<file path="src/rtl/clk_freq_mon_pkg.sv">
// Shared types and constants for the clock frequency monitor.
package clk_freq_mon_pkg;

    typedef enum logic [1:0] {
        IDLE    = 2'd0,
        MEASURE = 2'd1,
        PUBLISH = 2'd2
    } state_t;

    localparam int WIN_MIN   = 2;
    localparam int NCLK_DEF  = 4;
    localparam int CNT_W_DEF = 32;
    localparam int WIN_W_DEF = 32;
    localparam int UNL_W_DEF = 16;

endpackage

</file>
<file path="src/rtl/clk_freq_chan.sv">
// One monitored channel: synchronizers, saturating edge counter, range check,
// sticky alarm and saturating unlock counter. Optional: CLK_FREQ_MON_LOCK_ALARM_EN.
module clk_freq_chan #(
    parameter int CNT_W = 32,
    parameter int UNL_W = 16
) (
    input  logic             clk_ref,
    input  logic             aresetn,
    input  logic             clk_test_i,
    input  logic             locked_i,
    input  logic             cnt_zero_i,
    input  logic             cnt_run_i,
    input  logic             publish_i,
    input  logic [CNT_W-1:0] min_cnt_i,
    input  logic [CNT_W-1:0] max_cnt_i,
    input  logic             clr_i,
    output logic [CNT_W-1:0] rate_o,
    output logic             in_range_o,
    output logic             alarm_o,
    output logic [UNL_W-1:0] unlocks_o
);

    logic [2:0]       test_sync_q;
    logic             test_prev_q;
    logic [2:0]       lock_sync_q;
    logic             lock_prev_q;
    logic [CNT_W-1:0] cnt_q, cnt_d;
    logic [CNT_W-1:0] rate_q;
    logic             in_range_q;
    logic             alarm_q, alarm_d;
    logic [UNL_W-1:0] unl_q, unl_d;
    logic             rise, fall, out_of_range, alarm_set;

    assign rise         = test_sync_q[2] & ~test_prev_q;
    assign fall         = ~lock_sync_q[2] & lock_prev_q;
    assign out_of_range = (cnt_q < min_cnt_i) || (cnt_q > max_cnt_i);

`ifdef CLK_FREQ_MON_LOCK_ALARM_EN
    assign alarm_set = (publish_i & out_of_range) | fall;
`else
    assign alarm_set = publish_i & out_of_range;
`endif

    always_comb begin
        cnt_d = cnt_q;
        if (cnt_zero_i)
            cnt_d = '0;
        else if (publish_i)
            cnt_d = CNT_W'(rise);  // an edge in the publish cycle belongs to the next window
        else if (cnt_run_i && rise && !(&cnt_q))
            cnt_d = cnt_q + CNT_W'(1);

        // a set in the same cycle as clr wins
        alarm_d = alarm_set | (alarm_q & ~clr_i);

        unl_d = unl_q;
        if (clr_i)
            unl_d = UNL_W'(fall);
        else if (fall && !(&unl_q))
            unl_d = unl_q + UNL_W'(1);
    end

    always_ff @(posedge clk_ref or negedge aresetn) begin
        if (!aresetn) begin
            test_sync_q <= '0;
            test_prev_q <= 1'b0;
            lock_sync_q <= '0;
            lock_prev_q <= 1'b0;
            cnt_q       <= '0;
            rate_q      <= '0;
            in_range_q  <= 1'b1;
            alarm_q     <= 1'b0;
            unl_q       <= '0;
        end else begin
            test_sync_q <= {test_sync_q[1:0], clk_test_i};
            test_prev_q <= test_sync_q[2];
            lock_sync_q <= {lock_sync_q[1:0], locked_i};
            lock_prev_q <= lock_sync_q[2];
            cnt_q       <= cnt_d;
            alarm_q     <= alarm_d;
            unl_q       <= unl_d;
            if (publish_i) begin
                rate_q     <= cnt_q;
                in_range_q <= ~out_of_range;
            end
        end
    end

    assign rate_o     = rate_q;
    assign in_range_o = in_range_q;
    assign alarm_o    = alarm_q;
    assign unlocks_o  = unl_q;

endmodule

</file>
<file path="src/rtl/clk_freq_mon.sv">
// Multi-channel clock frequency monitor: shared window FSM, per-channel counters.
// Define CLK_FREQ_MON_LOCK_ALARM_EN to also raise alarm on a lock loss.
module clk_freq_mon
    import clk_freq_mon_pkg::*;
#(
    parameter int NCLK  = NCLK_DEF,
    parameter int CNT_W = CNT_W_DEF,
    parameter int WIN_W = WIN_W_DEF,
    parameter int UNL_W = UNL_W_DEF
) (
    input  logic                  clk_ref,
    input  logic                  aresetn,
    input  logic [NCLK-1:0]       clk_test,
    input  logic [NCLK-1:0]       locked,
    input  logic                  enable,
    input  logic [WIN_W-1:0]      window,
    input  logic [NCLK*CNT_W-1:0] min_cnt,
    input  logic [NCLK*CNT_W-1:0] max_cnt,
    input  logic [NCLK-1:0]       clr,
    output logic [NCLK*CNT_W-1:0] rate,
    output logic                  rate_valid,
    output logic [NCLK-1:0]       in_range,
    output logic [NCLK-1:0]       alarm,
    output logic [NCLK*UNL_W-1:0] unlocks,
    output logic                  irq
);

    state_t           state_q;
    logic [WIN_W-1:0] win_cnt_q;
    logic             rate_valid_q;
    logic [WIN_W-1:0] win_lat;
    logic             cnt_zero, cnt_run, publish;

    assign win_lat = (window < WIN_W'(WIN_MIN)) ? WIN_W'(WIN_MIN) : window;

    // The publish cycle counts as the last cycle of the window, so the
    // counter leaves MEASURE while decrementing from 2 to 1.
    always_ff @(posedge clk_ref or negedge aresetn) begin
        if (!aresetn) begin
            state_q      <= IDLE;
            win_cnt_q    <= '0;
            rate_valid_q <= 1'b0;
        end else begin
            rate_valid_q <= (state_q == PUBLISH);
            case (state_q)
                IDLE: begin
                    if (enable) begin
                        win_cnt_q <= win_lat;
                        state_q   <= MEASURE;
                    end
                end
                MEASURE: begin
                    if (!enable) begin
                        state_q <= IDLE;
                    end else begin
                        win_cnt_q <= win_cnt_q - WIN_W'(1);
                        if (win_cnt_q <= WIN_W'(WIN_MIN))
                            state_q <= PUBLISH;
                    end
                end
                PUBLISH: begin
                    win_cnt_q <= win_lat;
                    state_q   <= enable ? MEASURE : IDLE;
                end
                default: state_q <= IDLE;
            endcase
        end
    end

    assign cnt_zero   = (state_q == IDLE) && enable;
    assign cnt_run    = (state_q == MEASURE);
    assign publish    = (state_q == PUBLISH);
    assign rate_valid = rate_valid_q;
    assign irq        = |alarm;

    for (genvar i = 0; i < NCLK; i++) begin : g_chan
        clk_freq_chan #(
            .CNT_W(CNT_W),
            .UNL_W(UNL_W)
        ) u_chan (
            .clk_ref    (clk_ref),
            .aresetn    (aresetn),
            .clk_test_i (clk_test[i]),
            .locked_i   (locked[i]),
            .cnt_zero_i (cnt_zero),
            .cnt_run_i  (cnt_run),
            .publish_i  (publish),
            .min_cnt_i  (min_cnt[i*CNT_W +: CNT_W]),
            .max_cnt_i  (max_cnt[i*CNT_W +: CNT_W]),
            .clr_i      (clr[i]),
            .rate_o     (rate[i*CNT_W +: CNT_W]),
            .in_range_o (in_range[i]),
            .alarm_o    (alarm[i]),
            .unlocks_o  (unlocks[i*UNL_W +: UNL_W])
        );
    end

endmodule

</file>
<file path="config.mk">
export PLATFORM = sky130hd
export DESIGN_NAME = clk_freq_mon
export DESIGN_NICKNAME = d
export VERILOG_FILES = /design/src/rtl/clk_freq_mon_pkg.sv /design/src/rtl/clk_freq_chan.sv /design/src/rtl/clk_freq_mon.sv
export SDC_FILE = /design/constraint.sdc
export NUM_CORES = 1
export LEC_CHECK = 0
export ABC_CLOCK_PERIOD_IN_PS = 3300
export CORE_MARGIN = 4
export CORE_UTILIZATION = 53
export DETAILED_ROUTE_END_ITERATION = 8
export HOLD_SLACK_MARGIN = 0.02
export PLACE_DENSITY = 0.85
export SLEW_MARGIN = 20
export SYNTH_ARGS = -nofsm -noshare
export SYNTH_HDL_FRONTEND = slang
export SYNTH_SLANG_ARGS = --single-unit
</file>
<file path="constraint.sdc">
create_clock -name clk_ref -period 3.3 [get_ports clk_ref]
set_input_delay 0.33 -clock clk_ref [delete_from_list [all_inputs] [get_ports clk_ref]]
set_output_delay 0.33 -clock clk_ref [all_outputs]
set_load 0.005 [all_outputs]
</file>
==> results of run 1 <==
[cell families (layout without fill, tap and decap cells)]
kind of cell / count (synthesis) / count (layout) / synth area share, %
and+or+nand+nor: 1269 / 1269 / 24.5
other: 0 / 9 / 0
xor gates and xnor gates: 147 / 147 / 5.22
adders and majority gates: 262 / 262 / 13.3
buffers and inverters: 380 / 921 / 5.96
AOI/OAI and AO/OA: 416 / 416 / 10.3
DFF: 395 / 395 / 40.1
muxes: 13 / 13 / 0.528
[power breakdown]
part	leakage [uW]	switching [uW]	total [uW]	internal [uW]
combinational	0.00946	679	1410	729
sequential	0.00526	171	5180	5010
clock	0.000714	2060	4980	2920
total	0.0154	2910	11600	8660
[routing by layer]
metal / wire length (um) / track usage (%) / part of all wire (%) / vias to the layer above
met5: 60 / 0 / 0.075 / -
met4: 3700 / 13.9 / 4.6 / 10
met3: 5900 / 4.78 / 7.4 / 203
met2: 38600 / 51.1 / 48 / 1092
met1: 31800 / 40.3 / 40 / 11287
li1: - / - / - / 10971
[layout make-up]
type / count / area (um2) / area share (%)
flip-flops and latches: 395 / 9890 / 30.9
clock buffers: 61 / 1270 / 3.95
multi-input cells: 2107 / 13300 / 41.5
well taps: 600 / 751 / 2.34
inverters: 280 / 1050 / 3.29
diodes: 9 / 22.5 / 0.0703
repair buffers: 562 / 5580 / 17.4
clock inverters: 18 / 188 / 0.586
[worst max-delay path by stage]
stage               slack (ns)    startpoint                          end  depth (start not counted)
finish                    0.64  win_cnt_q[1]                win_cnt_q[30]                          9
floorplan                 0.94  win_cnt_q[0]                win_cnt_q[30]                          8
global route              0.44  win_cnt_q[1]                win_cnt_q[30]                          9
detailed placement        0.37  min_cnt[111]  g_chan[3].u_chan.in_range_o                          9
CTS                       0.68  win_cnt_q[1]                win_cnt_q[30]                          9
global placement          0.45  min_cnt[111]     g_chan[3].u_chan.alarm_o                          9
[worst max-delay path, delay by kind of cell (launching register included)]
| family | cells | cell delay (ns) |
|---|---|---|
| buffers and inverters | 2 | 0.30 |
| AOI/OAI and AO/OA | 2 | 0.34 |
| and+or+nand+nor | 4 | 1.30 |
| adders and majority gates | 1 | 0.20 |
| DFF | 1 | 0.46 |
[cells in the mapped netlist, types with 36 or more instances]
library cell    n
nand3_1       104
nor4_1         40
nor2_1        230
nand4_1       124
nor3_1         60
o21ai_0       100
xnor2_1        69
inv_1         279
a21oi_1       165
xor2_1         78
clkbuf_1       84
and3_1         36
dfrtp_1       391
ha_1          262
nand2_1       536
[registers in the layout, summed over array words and instances, names as in the netlist, 12 cells and up]
signal and cells:
win_cnt_q 32, g_chan.u_chan.rate_o 128, g_chan.u_chan.lock_sync_q 12, g_chan.u_chan.unlocks_o 64, g_chan.u_chan.test_sync_q 12, g_chan.u_chan.cnt_q 128
[what timing repair did]
action | in CTS | in global routing
endpoints found under the setup margin | 0 | 0
hold buffers | 1 | 0
hold endpoints to repair | 82 | 0
buffers inserted | 0 | 0
[metrics by stage]
stage,total power [uW],cell area (um2),cells,worst slack (ns),utilization [%]
floorplan,5760,24600,2882,0.938,-
global route,12000,32000,4030,0.445,70.2
detailed placement,6650,30600,3943,0.367,66.9
CTS,11600,32000,4023,0.684,70.1
finish,11600,32100,4032,0.636,70.2
global placement,6600,30600,3943,0.447,66.9
==> metrics.md, run 1 <==
| Metric | Value |
|---|---|
| DR WL/cell | `19.9 um` |
| Setup Viol. Count Final | `0` |
| CP Class | `register to register` |
| Yosys top cell area share | `approximately two fifths` |
| Synth Warn # | `0` |
| Slew margin rel. | `a little over a third` |
| Syn Inst Count | `between 2000 and 3000` |
| Most common cell after layout, fill and taps aside | `nand2_1` |
| Pin count of the biggest net entering global routing | `91` |
| Slowest CP cell | `or4_4` |
| Crit path launch type | `register` |
| Slowest stage delay, CP | `about 0.50 ns` |
| Worst endpoint required time | `3.79 ns` |
| Synth Flop Type | `dfrtp_1` |
| Core Area | `roughly 46000 um2` |
| Nets@finish | `3955` |
| Netlist cell types | `75` |
| TritonCTS Buffers | `between 40 and 50` |
| Wire length of the first global-routing pass | `126 mm` |
| PD cells | `approximately 360 nW/um2` |
| Pleak | `~0.015 uW` |
| Initial core utilization | `~54%` |
| Reg2reg start | `win_cnt_q[1]` |
| Rows | `between 70 and 80` |
| Period utilization | `80.7%` |
| Setup TNS | `0 ns` |
| Via-to-Cell Ratio | `a little under 6` |
| Area Growth Syn to Fin | `30.1%` |
| Total GRT Usage | `30.9%` |
| Most frequent cells in the layout | `nand2_1, clkdlybuf4s50_1, dfrtp_1, inv_1, ha_1` |
| Port bufs | `between 500 and 600` |
| Initial DRC count | `~2300` |
| Clock buffer depth | `3` |
| Crit. End Element | `register` |
| Initial antenna violation count | `13` |
| Crit-path max FO | `8` |
| Hold Crit Start | `locked[3]` |
| Critical-path cell list | `inv_1 > ha_1 > nor3b_1 > buf_4 > nand2_1 > or4_4 > or4_1 > a21oi_1 > o22a_2` |
| Yosys top cell by area | `dfrtp_1` |
| Worst reg-to-reg setup slack | `~0.64 ns` |
| Clock skew | `0.0147 ns` |
| Gp weighted congestion | `approximately 0.95` |
| Resize count post-CTS | `0` |
| Vias in the first global route | `23505` |
| Reported max-cap violation count | `0` |
| Mapped cell area | `24600 um2` |
| Crit path time final | `between 2 and 3 ns` |
| Seq cells post-synth | `395` |
| Worst slew pin tran | `around 0.96 ns` |
| Final slew viol count | `0` |
| Die area | `about 50000 um2` |
| Total I/O pin count | `505` |
| Depth of the worst register-to-register path | `9` |
| Ys async rst share | `100%` |
| Share of layout cells above drive strength 1 | `approximately 4.6%` |
| Hold_ws | `between 0.2 and 0.25 ns` |
| Clock sinks | `between 300 and 400` |
| Drt drc | `0` |
| Clock transition at path regs | `0.06 ns` |
| DP Wirelength | `a little over 60 mm` |
| Worst Path Arrival | `about 3.2 ns` |
| Post-synth EDFFs | `0` |
| Fmax | `about 380 MHz` |
| Max VDD drop | `around 300 uV` |
| CTS Root Cell | `clkbuf_16` |
| R2R Path End | `win_cnt_q[30]` |
| Post-synth net total | `about 3400` |
| Fillers | `roughly 3400` |
| Vias | `23563` |
| Grt total ovfl | `0` |
| Top cells by area, synth | `dfrtp_1, ha_1, nand2_1, inv_1, nor2_1` |
| CTS tree | `done` |
| Worst min-delay path category | `input pin to register` |
| Final hold violations | `0` |
| Avg Cell Area, Syn | `about 8.6 um2` |
| Hold Path Depth | `1` |
| H-Tree Depth | `2` |
| RSZ-0062 raised after global routing | `no` |
| Post-DRT Antenna Nets | `0` |
| Sequential cell area fraction in the yosys report | `roughly two fifths` |
| Drt total wl | `about 80 mm` |
| Die width | `224 um` |
| Status | `complete, no violations` |
| Worst Hold End | `g_chan[3].u_chan.lock_sync_q[0]` |
| 1st-pass router iterations | `6` |
| Worst skew pair latency | `~0.56 ns` |
| Die Y | `between 200 and 250 um` |
No activity file was read; power rests on OpenSTA's default activity.
==> run 2: changes to the inputs <==
Settings changed: ABC_CLOCK_PERIOD_IN_PS 3300 to 2300, CORE_UTILIZATION 53 to 48, PLACE_DENSITY 0.85 to 0.81.
Clock period 3.3 ns to 2.3 ns, I/O delays scaled along.
==> run 2 against run 1 <==
  * The flow now finishes with violations (setup timing)
  * Register-to-register slack worse by 0.70 ns
  * Power is 50% higher
  * Count of clock-buffer cells in the layout is 4 lower
  * Non-clock buffer count is 191 higher
  * Critical path type unchanged
  * Largest power group is now the clock network
==> metrics.md, run 2 (synthesis results as in run 1) <==
| Metric | Value |
|---|---|
| Slowest stage delay, CP | `0.53 ns (was 0.50 ns)` |
| Fillers | `3936 (was 3439)` |
| Worst slew pin tran | `0.767 ns (was 0.957 ns)` |
| Slew margin rel. | `48.7% (was 36.2%)` |
| Slowest CP cell | `or4_4 (unchanged)` |
| Clock sinks | `395 (unchanged)` |
| Clock transition at path regs | `0.06 ns (about the same)` |
| Drt drc | `0 (unchanged)` |
| Period utilization | `103% (was 80.7%)` |
| Port bufs | `504 (unchanged)` |
| Area Growth Syn to Fin | `38.2% (was 30.1%)` |
| Crit path time final | `2.36 ns (was 2.66 ns)` |
| Total I/O pin count | `505 (unchanged)` |
| Post-layout util | `67.5% (was 70.2%)` |
| Total GRT Usage | `29.1% (was 30.9%)` |
| CTS Root Cell | `clkbuf_16 (unchanged)` |
| Final slew viol count | `0 (unchanged)` |
| Worst min-delay path category | `input pin to register (unchanged)` |
| Placed cells | `4197 (was 3943)` |
| Pleak | `0.0165 uW (was 0.0154 uW)` |
| Vias in the first global route | `23819 (was 23505)` |
| Crit-path leading delay family | `compound AO/OA/AOI/OAI gates (was simple AND/OR/NAND/NOR gates)` |
| Share of layout cells above drive strength 1 | `11.2% (was 4.56%)` |
| Die Y | `235 um (was 224 um)` |
| Grt total ovfl | `0 (unchanged)` |
| Clock buffer depth | `3 (unchanged)` |
| Nets@finish | `4148 (was 3955)` |
| H-Tree Depth | `2 (unchanged)` |
| Critical Path Start | `g_chan[3].u_chan.cnt_q[9] (was win_cnt_q[1])` |
| Reported max-cap violation count | `0 (unchanged)` |
| Gp weighted congestion | `0.955 (was 0.954)` |
| Crit. End Element | `register (unchanged)` |
| Drt total wl | `82.8 mm (was 80.1 mm)` |
| Final hold violations | `0 (unchanged)` |
| Initial DRC count | `2014 (was 2281)` |
| Worst skew pair latency | `0.58 ns (was 0.56 ns)` |
| Most frequent cells in the layout | `nand2_1, clkdlybuf4s50_1, dfrtp_1, inv_1, ha_1 (unchanged)` |
| Multi-input logic area | `13600 um2 (was 13300 um2)` |
| Reg2reg start | `g_chan[3].u_chan.cnt_q[9] (was win_cnt_q[1])` |
| Vias | `24074 (was 23563)` |
| Pin count of the biggest net entering global routing | `68 (was 91)` |
| Die width | `235 um (was 224 um)` |
| Worst Path Arrival | `2.81 ns (was 3.16 ns)` |
| Hold Crit Start | `locked[3] (unchanged)` |
| Clock skew | `0.0155 ns (was 0.0147 ns)` |
| PD cells | `508 nW/um2 (was 361 nW/um2)` |
| Setup Viol. Count Final | `2 (was 0)` |
| Worst endpoint required time | `2.75 ns (was 3.79 ns)` |
| Rows | `82 (was 78)` |
| Wire length of the first global-routing pass | `128 mm (was 126 mm)` |
| Max VDD drop | `493 uV (was 309 uV)` |
| CP Class | `register to register (unchanged)` |
| Failing checks | `setup timing` |
| Fmax | `423 MHz (was 375 MHz)` |
| DP Wirelength | `62.9 mm (was 61.0 mm)` |
| Initial antenna violation count | `9 (was 13)` |
| Core Area | `50500 um2 (was 45700 um2)` |
| Post-DRT Antenna Nets | `0 (unchanged)` |
| Critical-path cell list | `ha_1 > nand4_1 > or4_4 > o32a_1 > a2111o_1 > o2111ai_2 > nand3_1 (was inv_1 > ha_1 > nor3b_1 > buf_4 > nand2_1 > or4_4 > or4_1 > a21oi_1 > o22a_2)` |
| Sequential standard cell area | `9900 um2 (was 9890 um2)` |
| Status | `complete, but fails checks (was complete, no violations)` |
| Final Non-Filler Cells | `4295 (was 4032)` |
| Crit-path max FO | `2 (was 8)` |
| Most common cell after layout, fill and taps aside | `nand2_1 (unchanged)` |
| Crit path launch type | `register (unchanged)` |
| Via-to-Cell Ratio | `5.61 (was 5.84)` |
| TritonCTS Buffers | `46 (was 44)` |
| RSZ-0062 raised after global routing | `yes (was no)` |
| Initial core utilization | `48.8% (was 54.0%)` |
| 1st-pass router iterations | `8 (was 6)` |
| PnR worst setup slack | `-0.0633 ns (was 0.636 ns)` |
| DR WL/cell | `19.3 um (was 19.9 um)` |
| CTS tree | `done (unchanged)` |
| Die area | `55000 um2 (was 50000 um2)` |
| Crit path buffers/inverters | `0 (was 2)` |
-- run 2: changes by cell type in the layout (fill, tap and decap cells not counted), sizes merged --
| cell | change |
|---|---|
| inv | +3 |
| clkdlybuf4s50 | -1 |
| clkinv | +2 |
| bufinv | +4 |
| clkinvlp | -2 |
| dlygate4sd2 | +1 |
| clkbuf | -4 |
| diode | -3 |
| buf | +191 |
-- run 2: what timing repair did --
item                                    in CTS  in global routing
endpoints found under the hold margin       45                  0
hold buffers                                 1                  0
endpoints found under the setup margin       9                 61
pin swaps                                   12                 30
resized for setup                           15                 42
buffers inserted                             5                  4
-- run 2: area by class of cell --
type                    count  area share (%)
diodes                      6          0.0441
flip-flops and latches    395            29.1
clock buffers              57            3.65
repair buffers            753            20.8
well taps                 672            2.47
clock inverters            25           0.966
multi-input cells        2107            40.0
inverters                 280            3.09
-- run 2: per-stage QoR --
stage               instance area (um2)  power (uW)  hold WS (ns)  setup WS, ns  setup TNS [ns]
floorplan                         24700        8260       -0.0656        0.0170               0
global placement                  32100        9610         0.229        -0.363           -2.64
detailed placement                32100        9670         0.233        -0.425           -3.16
CTS                               33800       17400        0.0552       -0.0298          -0.107
global route                      34100       18000        0.0636        -0.126          -0.728
finish                            34100       17300        0.0905       -0.0633          -0.117
-- run 2: worst paths after layout --
| kind | depth (start not counted) | slack [ns] | to |
|---|---|---|---|
| max in group asynchronous | 3 | 1.23 | g_chan[3].u_chan.cnt_q[5] |
| setup reg to reg | 7 | -0.06 | g_chan[3].u_chan.alarm_o |
| hold reg to reg | 0 | 0.35 | g_chan[0].u_chan.lock_sync_q[1] |
| hold / removal | 1 | 0.09 | g_chan[3].u_chan.lock_sync_q[0] |
| min in group asynchronous | 2 | 0.23 | g_chan[1].u_chan.rate_o[1] |
| setup / recovery | 7 | -0.06 | g_chan[3].u_chan.alarm_o |
-- run 2: routing by layer --
layer | part of all wire, % | track usage (%) | up-vias
li1 | - | - | 11362
met1 | 42 | 38.7 | 11480
met2 | 46 | 46.6 | 984
met3 | 7.1 | 4.83 | 238
met4 | 5.1 | 13.4 | 10
met5 | 0.078 | 0 | -
-- run 2: report_power, final --
group          internal, uW  total, uW  switching, uW
registers              7190       7410            223
logic                  1160       2200           1030
clock network          4630       7700           3070
total                 13000      17300           4330
==> run 3: changes to the inputs <==
Settings changed: CORE_MARGIN 4 to 2, CORE_UTILIZATION 48 to 59, DONT_BUFFER_PORTS set to 1.
==> run 3 against run 2 <==
  * The run ends with hold timing, setup timing left
  * Sequential power rose by 0.8%
  * Clock power down 0.6%
  * Register-to-register slack better by 0.06 ns
  * First-iteration DRC count increased by 15%
  * Sequential cell count unchanged
  * Fmax up 2.5%
  * Via count down 6.4%
  * Largest power group unchanged
==> metrics.md, run 3 (synthesis results as in run 1) <==
| Metric | Value |
|---|---|
| Logic pwr share | `7.9% (was 12.7%)` |
| Drt drc | `0 (unchanged)` |
| Period utilization | `100% (was 103%)` |
| Worst skew pair latency | `0.58 ns (about the same)` |
| Wire length of the first global-routing pass | `120 mm (was 128 mm)` |
| Hold_ws | `-0.651 ns (was 0.0905 ns)` |
| Final slew viol count | `0 (unchanged)` |
| RSZ-0062 raised after global routing | `yes (unchanged)` |
| Clock buffer depth | `3 (unchanged)` |
| Status | `complete, but fails checks (unchanged)` |
| Clk pwr share | `46.6% (was 44.5%)` |
| Port bufs | `0 (was 504)` |
| Clock skew | `0.0134 ns (was 0.0155 ns)` |
| Fmax | `434 MHz (was 423 MHz)` |
| Initial DRC count | `2311 (was 2014)` |
| 1st-pass router iterations | `5 (was 8)` |
| Critical-path cell list | `ha_4 > nand4_1 > or4_1 > o32a_1 > a2111o_1 > o2111ai_2 > o211a_1 (was ha_1 > nand4_1 > or4_4 > o32a_1 > a2111o_1 > o2111ai_2 > nand3_1)` |
| Worst endpoint required time | `2.83 ns (was 2.75 ns)` |
| TritonCTS Buffers | `45 (was 46)` |
| Placed cell areas | `26400 um2 (was 32100 um2)` |
| Die area | `43400 um2 (was 55000 um2)` |
| Slowest stage delay, CP | `0.52 ns (was 0.53 ns)` |
| CTS tree | `done (unchanged)` |
| Share of layout cells above drive strength 1 | `11.2% (about the same)` |
| Post-route cell area | `28800 um2 (was 34100 um2)` |
| DR WL/cell | `21.0 um (was 19.3 um)` |
| Failing checks | `hold timing, setup timing (was setup timing)` |
| Total net switching power | `4070 uW (was 4330 uW)` |
| Die Y | `208 um (was 235 um)` |
| Slew margin rel. | `8.14% (was 48.7%)` |
| Int Power | `12300 uW (was 13000 uW)` |
| Pin count of the biggest net entering global routing | `396 (was 68)` |
| Crit. End Element | `register (unchanged)` |
| Rows | `74 (was 82)` |
| Pleak | `0.0145 uW (was 0.0165 uW)` |
| Worst Path Arrival | `2.83 ns (was 2.81 ns)` |
| Post-DRT Antenna Nets | `0 (unchanged)` |
| PnR worst setup slack | `-0.00529 ns (was -0.0633 ns)` |
| Reported max-cap violation count | `0 (unchanged)` |
| Most frequent cells in the layout | `nand2_1, dfrtp_1, inv_1, ha_1, nor2_1 (was nand2_1, clkdlybuf4s50_1, dfrtp_1, inv_1, ha_1)` |
| Clock transition at path regs | `0.06 ns (about the same)` |
| CP Class | `register to register (unchanged)` |
| Most common cell after layout, fill and taps aside | `nand2_1 (unchanged)` |
| Initial core utilization | `60.1% (was 48.8%)` |
| Core Area | `41000 um2 (was 50500 um2)` |
| Max VDD drop | `567 uV (was 493 uV)` |
| Vias | `22534 (was 24074)` |
| Worst slew pin tran | `1.38 ns (was 0.767 ns)` |
| Crit path launch type | `register (unchanged)` |
| Clock sinks | `395 (unchanged)` |
| Total I/O pin count | `505 (unchanged)` |
| Hold Buf Count CTS | `44 (was 1)` |
| Setup Viol. Count Final | `3 (was 2)` |
| Gp weighted congestion | `0.957 (was 0.955)` |
| Seq pwr share | `45.5% (was 42.8%)` |
| Nets@finish | `3622 (was 4148)` |
| Crit-path max FO | `2 (unchanged)` |
| PD cells | `569 nW/um2 (was 508 nW/um2)` |
| Die width | `208 um (was 235 um)` |
| Grt total ovfl | `0 (unchanged)` |
| H-Tree Depth | `2 (unchanged)` |
| Switching share of power | `24.8% (was 25.0%)` |
| Via-to-Cell Ratio | `6.20 (was 5.61)` |
| Drt total wl | `76.3 mm (was 82.8 mm)` |
| CTS Root Cell | `clkbuf_16 (unchanged)` |
| Total GRT Usage | `34.5% (was 29.1%)` |
| Worst min-delay path category | `input pin to asynchronous set/reset pin (was input pin to register)` |
| Final hold violations | `394 (was 0)` |
| DP Wirelength | `55.8 mm (was 62.9 mm)` |
| Crit path time final | `2.31 ns (was 2.36 ns)` |
| Initial antenna violation count | `14 (was 9)` |
| Vias in the first global route | `22467 (was 23819)` |
| Area Growth Syn to Fin | `17.0% (was 38.2%)` |
| Slowest CP cell | `or4_1 (was or4_4)` |
-- run 3: path summary, 6_finish.rpt --
kind,cells after the start,slack [ns],endpoint,from
worst max-delay path,7,-0.005,g_chan[3].u_chan.in_range_o,g_chan[3].u_chan.cnt_q[15]
worst min-delay path,0,-0.65,g_chan[2].u_chan.cnt_q[9],aresetn
worst max register to register,7,-0.005,g_chan[3].u_chan.in_range_o,g_chan[3].u_chan.cnt_q[15]
worst min register to register,0,0.35,g_chan[1].u_chan.lock_sync_q[1],g_chan[1].u_chan.lock_sync_q[0]
max in group asynchronous,0,1.84,win_cnt_q[3],aresetn
min in group clk_ref,4,0.09,win_cnt_q[21],window[21]
-- run 3: per-layer routing --
metal	share of wire (%)	GRT usage [%]	vias up
met5	0.046	0	-
met4	5.4	18.8	6
met3	8.5	7.71	270
met2	46	55.5	1143
met1	40	43.2	10794
li1	-	-	10321
-- run 3: what timing repair did --
action	CTS	global route
setup buffers	1	9
gates resized for setup	4	65
endpoints found under the setup margin	7	83
pin swaps	8	34
endpoints found under the hold margin	505	395
-- run 3: cell type report --
cell class / instances / area (um2)
diodes: 11 / 27.5
clock buffers: 65 / 1330
clock inverters: 18 / 233
fillers: 3048 / 12200
inverters: 280 / 1050
multi-input cells: 2107 / 13700
flip-flops and latches: 395 / 9900
well taps: 532 / 666
repair buffers: 228 / 1940
-- run 3: power by group through the flow --
stage	sequential (uW)	combinational, uW	clock (uW)
after floorplan	7490	772	0
after global placement	7560	1060	0
after detailed placement	7570	1110	0
after CTS	7450	1230	7740
after global routing	7490	1440	7980
final	7470	1290	7650
-- run 3: worst max-delay path: cells and delay by family, from the launching register on --
family / cells / cell delay (ns)
fa+ha+maj: 1 / 0.28
flops: 1 / 0.40
simple gates: 2 / 0.65
compound gates: 4 / 0.91
-- run 3: stage by stage --
step,utilization [%],total power [uW],setup slack [ns],instances,TNS (ns)
6_report,70.3,16400,-0.00529,3636,-0.00847
5_1_grt,70.3,16900,-0.102,3634,-0.411
4_1_cts,69.2,16400,-0.0371,3616,-0.0946
3_5_place_dp,64.3,8690,-0.0358,3488,-0.113
3_3_place_gp,64.3,8620,-0.0428,3488,-0.123
2_1_floorplan,-,8260,0.0170,2882,0
